### src/rtl/vga_timing_pkg.sv
// Shared constants for the VGA raster timing generator.
// Holds the default 800x600@60 Hz timing (40 MHz pixel clock) for both
// axes and the width of the internal position counters.
package vga_timing_pkg;

  // Wide enough for a total of up to 2048 clocks/lines per axis.
  localparam int CNT_W = 11;

  // Horizontal timing, in pixel clocks.
  localparam int DEF_H_VISIBLE = 800;
  localparam int DEF_H_FRONT   = 40;
  localparam int DEF_H_SYNC    = 128;
  localparam int DEF_H_BACK    = 88;
  localparam int DEF_H_TOTAL   = DEF_H_VISIBLE + DEF_H_FRONT + DEF_H_SYNC + DEF_H_BACK;

  // Vertical timing, in lines.
  localparam int DEF_V_VISIBLE = 600;
  localparam int DEF_V_FRONT   = 1;
  localparam int DEF_V_SYNC    = 4;
  localparam int DEF_V_BACK    = 23;
  localparam int DEF_V_TOTAL   = DEF_V_VISIBLE + DEF_V_FRONT + DEF_V_SYNC + DEF_V_BACK;

endpackage

### src/rtl/vga_axis_counter.sv
// One axis of the raster: a position counter that wraps after
// VISIBLE+FRONT+SYNC+BACK counts, plus combinational decode of the
// sync window and the visible region for the current count.
// Ports:
//   clk     pixel clock
//   reset   synchronous active-high reset, counter returns to 0
//   en      count enable (1 for the horizontal axis, line wrap for vertical)
//   cnt     current position
//   wrap    high when the counter is enabled and at its last position
//   sync    sync level for the current position (POL when inside the window)
//   active  high while the position is inside the visible region
module vga_axis_counter
  import vga_timing_pkg::*;
#(
  parameter int VISIBLE = DEF_H_VISIBLE,
  parameter int FRONT   = DEF_H_FRONT,
  parameter int SYNC    = DEF_H_SYNC,
  parameter int BACK    = DEF_H_BACK,
  parameter bit POL     = 1'b1
) (
  input  logic             clk,
  input  logic             reset,
  input  logic             en,
  output logic [CNT_W-1:0] cnt,
  output logic             wrap,
  output logic             sync,
  output logic             active
);

  localparam logic [CNT_W-1:0] LAST       = CNT_W'(VISIBLE + FRONT + SYNC + BACK - 1);
  localparam logic [CNT_W-1:0] SYNC_START = CNT_W'(VISIBLE + FRONT);
  localparam logic [CNT_W-1:0] SYNC_END   = CNT_W'(VISIBLE + FRONT + SYNC);
  localparam logic [CNT_W-1:0] VIS_END    = CNT_W'(VISIBLE);

  logic [CNT_W-1:0] cnt_reg;

  always_ff @(posedge clk) begin
    if (reset) begin
      cnt_reg <= '0;
    end else if (en) begin
      cnt_reg <= (cnt_reg == LAST) ? '0 : cnt_reg + 1'b1;
    end
  end

  assign cnt    = cnt_reg;
  assign wrap   = en && (cnt_reg == LAST);
  assign sync   = ((cnt_reg >= SYNC_START) && (cnt_reg < SYNC_END)) ? POL : ~POL;
  assign active = (cnt_reg < VIS_END);

endmodule

### src/rtl/vga_timing.sv
// Free-running VGA raster timing generator.
// Two axis counters (horizontal clocked every pixel, vertical advanced on
// each line wrap) are decoded and then registered, so all five outputs
// describe the same pixel, one clock after the counters held it.
// Totals must stay <= 2048 per axis and visible sizes <= 1024.
// Ports:
//   clk       pixel clock
//   reset     synchronous active-high reset
//   x, y      visible column/row, forced to 0 outside the visible area
//   in_frame  current pixel lies inside the visible area
//   hsync     horizontal sync, active level H_POL
//   vsync     vertical sync, active level V_POL
module vga_timing
  import vga_timing_pkg::*;
#(
  parameter int H_VISIBLE = DEF_H_VISIBLE,
  parameter int H_FRONT   = DEF_H_FRONT,
  parameter int H_SYNC    = DEF_H_SYNC,
  parameter int H_BACK    = DEF_H_BACK,
  parameter int V_VISIBLE = DEF_V_VISIBLE,
  parameter int V_FRONT   = DEF_V_FRONT,
  parameter int V_SYNC    = DEF_V_SYNC,
  parameter int V_BACK    = DEF_V_BACK,
  parameter bit H_POL     = 1'b1,
  parameter bit V_POL     = 1'b1
) (
  input  logic       clk,
  input  logic       reset,
  output logic [9:0] x,
  output logic [9:0] y,
  output logic       in_frame,
  output logic       hsync,
  output logic       vsync
);

  logic [CNT_W-1:0] h_cnt;
  logic [CNT_W-1:0] v_cnt;
  logic             h_wrap;
  logic             v_wrap;
  logic             h_sync;
  logic             v_sync;
  logic             h_active;
  logic             v_active;

  vga_axis_counter #(
    .VISIBLE (H_VISIBLE),
    .FRONT   (H_FRONT),
    .SYNC    (H_SYNC),
    .BACK    (H_BACK),
    .POL     (H_POL)
  ) u_h_axis (
    .clk    (clk),
    .reset  (reset),
    .en     (1'b1),
    .cnt    (h_cnt),
    .wrap   (h_wrap),
    .sync   (h_sync),
    .active (h_active)
  );

  // The vertical axis only moves when a line ends, so it wraps on the
  // same clock as the horizontal counter's final wrap of the frame.
  vga_axis_counter #(
    .VISIBLE (V_VISIBLE),
    .FRONT   (V_FRONT),
    .SYNC    (V_SYNC),
    .BACK    (V_BACK),
    .POL     (V_POL)
  ) u_v_axis (
    .clk    (clk),
    .reset  (reset),
    .en     (h_wrap),
    .cnt    (v_cnt),
    .wrap   (v_wrap),
    .sync   (v_sync),
    .active (v_active)
  );

  // Frame wrap and counter MSBs are not needed by the output stage.
  logic unused_bits;
  assign unused_bits = ^{v_wrap, h_cnt[CNT_W-1], v_cnt[CNT_W-1]};

  logic       visible;
  logic [9:0] x_reg;
  logic [9:0] y_reg;
  logic       in_frame_reg;
  logic       hsync_reg;
  logic       vsync_reg;

  assign visible = h_active && v_active;

  always_ff @(posedge clk) begin
    if (reset) begin
      x_reg        <= '0;
      y_reg        <= '0;
      in_frame_reg <= 1'b0;
      hsync_reg    <= ~H_POL;
      vsync_reg    <= ~V_POL;
    end else begin
      x_reg        <= visible ? h_cnt[9:0] : 10'd0;
      y_reg        <= visible ? v_cnt[9:0] : 10'd0;
      in_frame_reg <= visible;
      hsync_reg    <= h_sync;
      vsync_reg    <= v_sync;
    end
  end

  assign x        = x_reg;
  assign y        = y_reg;
  assign in_frame = in_frame_reg;
  assign hsync    = hsync_reg;
  assign vsync    = vsync_reg;

endmodule

### config.mk
export PLATFORM = sky130hd
export DESIGN_NAME = vga_timing
export DESIGN_NICKNAME = d
export VERILOG_FILES = /design/src/rtl/vga_timing_pkg.sv /design/src/rtl/vga_axis_counter.sv /design/src/rtl/vga_timing.sv
export SDC_FILE = /design/constraint.sdc
export NUM_CORES = 1
export LEC_CHECK = 0
export CORE_MARGIN = 4
export CORE_UTILIZATION = 58
export DETAILED_ROUTE_END_ITERATION = 16
export GPL_TIMING_DRIVEN = 0
export PLACE_DENSITY = 0.79
export RECOVER_POWER = 100
export SYNTH_ARGS = -nofsm -noshare
export SYNTH_HDL_FRONTEND = slang
export SYNTH_HIERARCHICAL = 1
export SYNTH_SLANG_ARGS = --single-unit
### constraint.sdc
create_clock -name clk -period 3.1 [get_ports clk]
set_clock_uncertainty 0.05 [all_clocks]
set_input_delay 0.62 -clock clk [delete_from_list [all_inputs] [get_ports clk]]
set_output_delay 0.62 -clock clk [all_outputs]
set_load 0.02 [all_outputs]
Word level (Yosys, flattened, before mapping)
Index checks and enable logic that the tools add are counted.
{"block": "op_classes", "n_eq_ne": 2, "reduce_logical": 5, "magnitude_cmp": 6, "n_mux": 3, "add_sub_neg": 2, "bitwise_logic": 1}
{"operator": "$lt A11 B10 Y1 const B", "count": 4}
{"operator": "$add A11 B1 Y11 const B", "count": 2}
{"operator": "$ge A11 B10 Y1 const B", "count": 2}
{"operator": "$eq A11 B10 Y1 const B", "count": 1}
{"operator": "$eq A11 B11 Y1 const B", "count": 1}
{"operator": "$mux W11", "count": 1}
{"operator": "$reduce_or A2 Y1", "count": 2}
{"operator": "$logic_and A1 B1 Y1", "count": 3}
{"operator": "$mux W1", "count": 2}
{"operator": "$not A1 Y1", "count": 1}
{"block": "totals", "regBits": 45, "word_cells": 26, "input_bits": 2}

Depth between registers and ports, before layout
{"block": "depth", "ltp_word": 4, "mapped_depth": 8}

Modules after synthesis
The synthesis kept the hierarchy.
{"module": "vga_timing", "seq_area_each_um2": 460.4, "cells_per_inst": 53, "area_per_inst_um2": 715.7, "instances": 1}
{"module": "vga_axis_counter at u_v_axis", "seq_area_each_um2": 220.2, "cells_per_inst": 70, "area_per_inst_um2": 601.8, "instances": 1}
{"module": "vga_axis_counter at u_h_axis", "seq_area_each_um2": 220.2, "cells_per_inst": 63, "area_per_inst_um2": 569.3, "instances": 1}

Least setup slack after synthesis
No wires, ideal clock.
{"block": "synth_timing", "path_type": "register to register", "startpoint": "reg u_h_axis.cnt_reg[0], in the netlist u_h_axis/cnt[0]", "endpoint": "reg u_v_axis.cnt_reg[5], in the netlist u_v_axis/cnt[5]", "arrival_time_ns": 1.969, "setup_time_ns": 0.066, "setup_slack_ns": 1.015, "n_path_buf": 2, "required_ns": 2.984, "stages_incl_launch_ff": 9, "cell_sequence": "dfxtp_1 -> ha_1 -> nand3_1 -> nor4_1 -> buf_2 -> nand4_1 -> buf_2 -> or3_1 -> a21oi_2"}
{"block": "synth_between", "elab_chain_cells": 1}
{"item": "from (decl)", "line": "vga_axis_counter.sv:35", "rtl": "logic [CNT_W-1:0] cnt_reg;"}
{"item": "from (signal assigned)", "line": "vga_axis_counter.sv:41", "rtl": "cnt_reg <= (cnt_reg == LAST) ? '0 : cnt_reg + 1'b1;"}
{"item": "$eq A11 B11 Y1", "line": "vga_axis_counter.sv:46", "rtl": "assign wrap = en && (cnt_reg == LAST);"}
{"item": "named net h_wrap", "line": "vga_timing.sv:38", "rtl": "logic h_wrap;"}
{"item": "to (signal assigned)", "line": "vga_axis_counter.sv:41"}
{"item": "to (decl)", "line": "vga_axis_counter.sv:35"}
The timed path passes the listed nets, and every way through them passes these cells.
A chain may end at the register's enable or synchronous reset.

Final worst setup path
{"block": "layout_timing", "startpoint": "reg u_h_axis.cnt_reg[0], in the netlist u_h_axis/cnt[0]", "endpoint": "reg u_v_axis.cnt_reg[10], in the netlist u_v_axis/cnt[10]"}
Same word-level chain as after synthesis.

==> key figures <==
Run status
  • Outcome: finished with violations
  • Violated checks: capacitance limit

CTS
  • Clock tree root buffer cell: sky130_fd_sc_hd__clkbuf_4
  • Number of clock sinks: 45
  • CTS tree: yes
  • H-tree levels: 2
  • Cells resized by post-CTS repair: 0
  • Skew-Pair Late Insertion Delay: ~0.35 ns
  • Count of hold buffers inserted by post-cts repair: 0
  • Max clock buf depth: 2
  • Post-CTS setup buffer count: 0
  • Clock-pin transition on the worst setup and hold timing paths: between 0.1 and 0.15 ns
  • Clock buffer count from CTS: 5

Floorplanning
  • Die boundary height: between 60 and 70 um
  • Number of rows in the core area: 20
  • Starting density of the core: 61.1%
  • Core region area: 0.00308 sq mm
  • Floorplan die area: roughly 0.0042 sq mm
  • Top-level I/O count: 25
  • Die X: 65.0 um

Yosys
  • Synthesized netlist net count: between 150 and 200
  • Syn Inst Count: ~190
  • Post-Syn Area: approximately 0.0019 sq mm
  • Warnings from Yosys: 6
  • Average cell area after synthesis: approximately 10 sq um

Power
  • Pint: around 0.00085 W
  • Power Density: 468 mW/mm^2
  • Switching Share: 19.1%
  • Overall power: about 0.0010 W
  • Combinational power share: 3.3%
  • Relative contribution of the clock network to total power: 40.6%
  • Maximum ir drop on the vdd rail: 352 uV
  • Part of the power in registers: between 50% and 60%
  • Leakage: between 0.9 and 1 nW
  • Net switching power of the design: between 0.00015 and 0.0002 W

Timing
  • Setup repair after global routing missed its margin: no
  • Setup Viol. Count Final: 0
  • Pins over their slew limit: 0
  • Number of hold violations in the final report: 0
  • Worst Hold Slack: about 0.49 ns
  • Maximum operating frequency: 383 MHz
  • Total negative slack: 0 ns
  • Final min period: about 2.6 ns
  • Final critical-path share of the clock period: 84.2%
  • Slew at the pin closest to its max-slew limit: about 1.4 ns
  • Worst slew margin: around 2.2%

Final layout
  • Total area of multi-input combinational cells: just under 900 sq um
  • Share of final-layout standard cells stronger than drive strength 1: under 10%
  • Inserted Diodes: 0
  • Cell area after layout: ~0.0022 sq mm
  • Filler instances: approximately 250
  • Final net count: roughly 220
  • Sequential cell area: 901 sq um
  • Synth-to-Final Area Change: 19.0%

GRT
  • Wire length of the first global-routing pass: around 6.1 mm
  • Initial antenna violation count: 0
  • Maximum number of pins on one net before global-route repair: 15
  • Global-route congestion overflow total: 0
  • Total Routing Usage GR: between 10% and 20%
  • Number of global-route vias before repair: about 1300

Route
  • Wire per inst: approximately 14 um
  • DRC violations left: 0
  • Post-detailed-route via-to-cell ratio: ~5.7
  • 1st-iter DRT viols: 53
  • Total length of routed wires: about 3.7 mm
  • Final ANT Viol Nets: 0
  • Vias after detailed routing: ~1500
  • Drt pass-1 iters: 4

Worst setup path
  • Critical Path Start: u_h_axis/cnt[0]
  • CP Max Fanout: 8
  • Setup Crit Path Kind: reg -> reg
  • Destination of the critical timing path: u_v_axis/cnt[10]
  • Crit path arrival time: ~2.9 ns
  • Kind of capture point of the worst setup path: register
  • Worst R2R End: u_v_axis/cnt[10]
  • Startpoint Class: register
  • Endpoint required time on the critical path: 3.33 ns
  • Register-to-Register Setup Slack: between 0.4 and 0.5 ns
  • Worst-case reg-to-reg path depth: 7
  • R2R Path Start: u_h_axis/cnt[0]

Placement
  • Post-Place Cell Area: approximately 0.0022 sq mm
  • GP Congestion: 0.819
  • Estimated wirelength of the detail-placed design: around 2.6 mm
  • Quantity of I/O buffers inserted on ports: 24

Min path
  • Classification of the worst-slack hold path: reg -> reg

Job
  • Max cap viols: 1
-- routing by layer --
metal	wire (um)	global-route usage, %
met1	1720	23.8
met4	50	6.33
met3	193	5.20
met2	1740	31.5
met5	0	0
-- placed cells by master, fill, tap and decap left out, drive strengths merged --
cell type,n
or3b,1
buf,6
a21oi,13
o41ai,2
and3b,1
inv,5
mux2i,1
nor2b,2
nand4,9
nand3,4
or2,1
nand4bb,2
nor2,10
clkbuf,9
bufinv,2
o31ai,5
or4,5
xor2,7
or3,9
a31oi,1
clkinv,1
xnor2,2
conb,1
and4b,20
ha,4
nand2,10
nor3,1
a211o,1
dfxtp,45
a21o,1
clkdlybuf4s50,1
a211oi,1
o21ai,9
dlygate4sd3,23
nor4,2
-- per-stage QoR --
step / utilization [%] / cells / worst slack (ns)
6_report: 72.8 / 261 / 0.490
5_1_grt: 72.8 / 261 / 0.228
4_1_cts: 74.1 / 261 / 0.611
3_5_place_dp: 70.7 / 253 / 0.675
3_3_place_gp: 70.7 / 253 / 0.740
2_1_floorplan: - / 185 / 1.02
-- how the worst min path moves through the flow --
stage	startpoint	endpoint	slack, ns	cells past startpoint
finish	u_h_axis/cnt[10]	u_h_axis/cnt[10]	0.49	2
global route	u_v_axis/cnt[9]	u_v_axis/cnt[9]	0.52	2
CTS	u_h_axis/cnt[10]	u_h_axis/cnt[10]	0.48	2
detailed placement	u_h_axis/cnt[10]	u_h_axis/cnt[10]	0.46	2
global placement	u_h_axis/cnt[10]	u_h_axis/cnt[10]	0.44	2
floorplan	u_h_axis/cnt[10]	u_h_axis/cnt[10]	0.42	2
-- power by group through the flow --
stage / Combinational [W] / Clock [W] / Sequential (W)
after floorplan: 0.0000230 / 0 / 0.000603
after global placement: 0.0000353 / 0 / 0.000601
after detailed placement: 0.0000365 / 0 / 0.000601
after CTS: 0.0000371 / 0.000437 / 0.000588
after global routing: 0.0000387 / 0.000466 / 0.000589
final: 0.0000348 / 0.000426 / 0.000588
-- cell type report --
type | instances | share of cell area [%]
plain buffers | 10 | 2.40
clock buffers | 5 | 1.68
clock inverters | 3 | 2.91
inverters | 5 | 0.838
multi-input cells | 125 | 38.8
flip-flops and latches | 45 | 40.2
well taps | 44 | 2.46
repair buffers | 24 | 10.7
-- worst max-delay path: stages, from the launching register on --
cell and delay, ns:
sky130_fd_sc_hd__dfxtp_1 0.45, sky130_fd_sc_hd__ha_1 0.26, sky130_fd_sc_hd__nand3_1 0.18, sky130_fd_sc_hd__nor4_1 0.36
sky130_fd_sc_hd__clkbuf_1 0.32, sky130_fd_sc_hd__nand4_1 0.19, sky130_fd_sc_hd__or4_1 0.55, sky130_fd_sc_hd__a21oi_1 0.18
(Power assumes the default switching activity.)
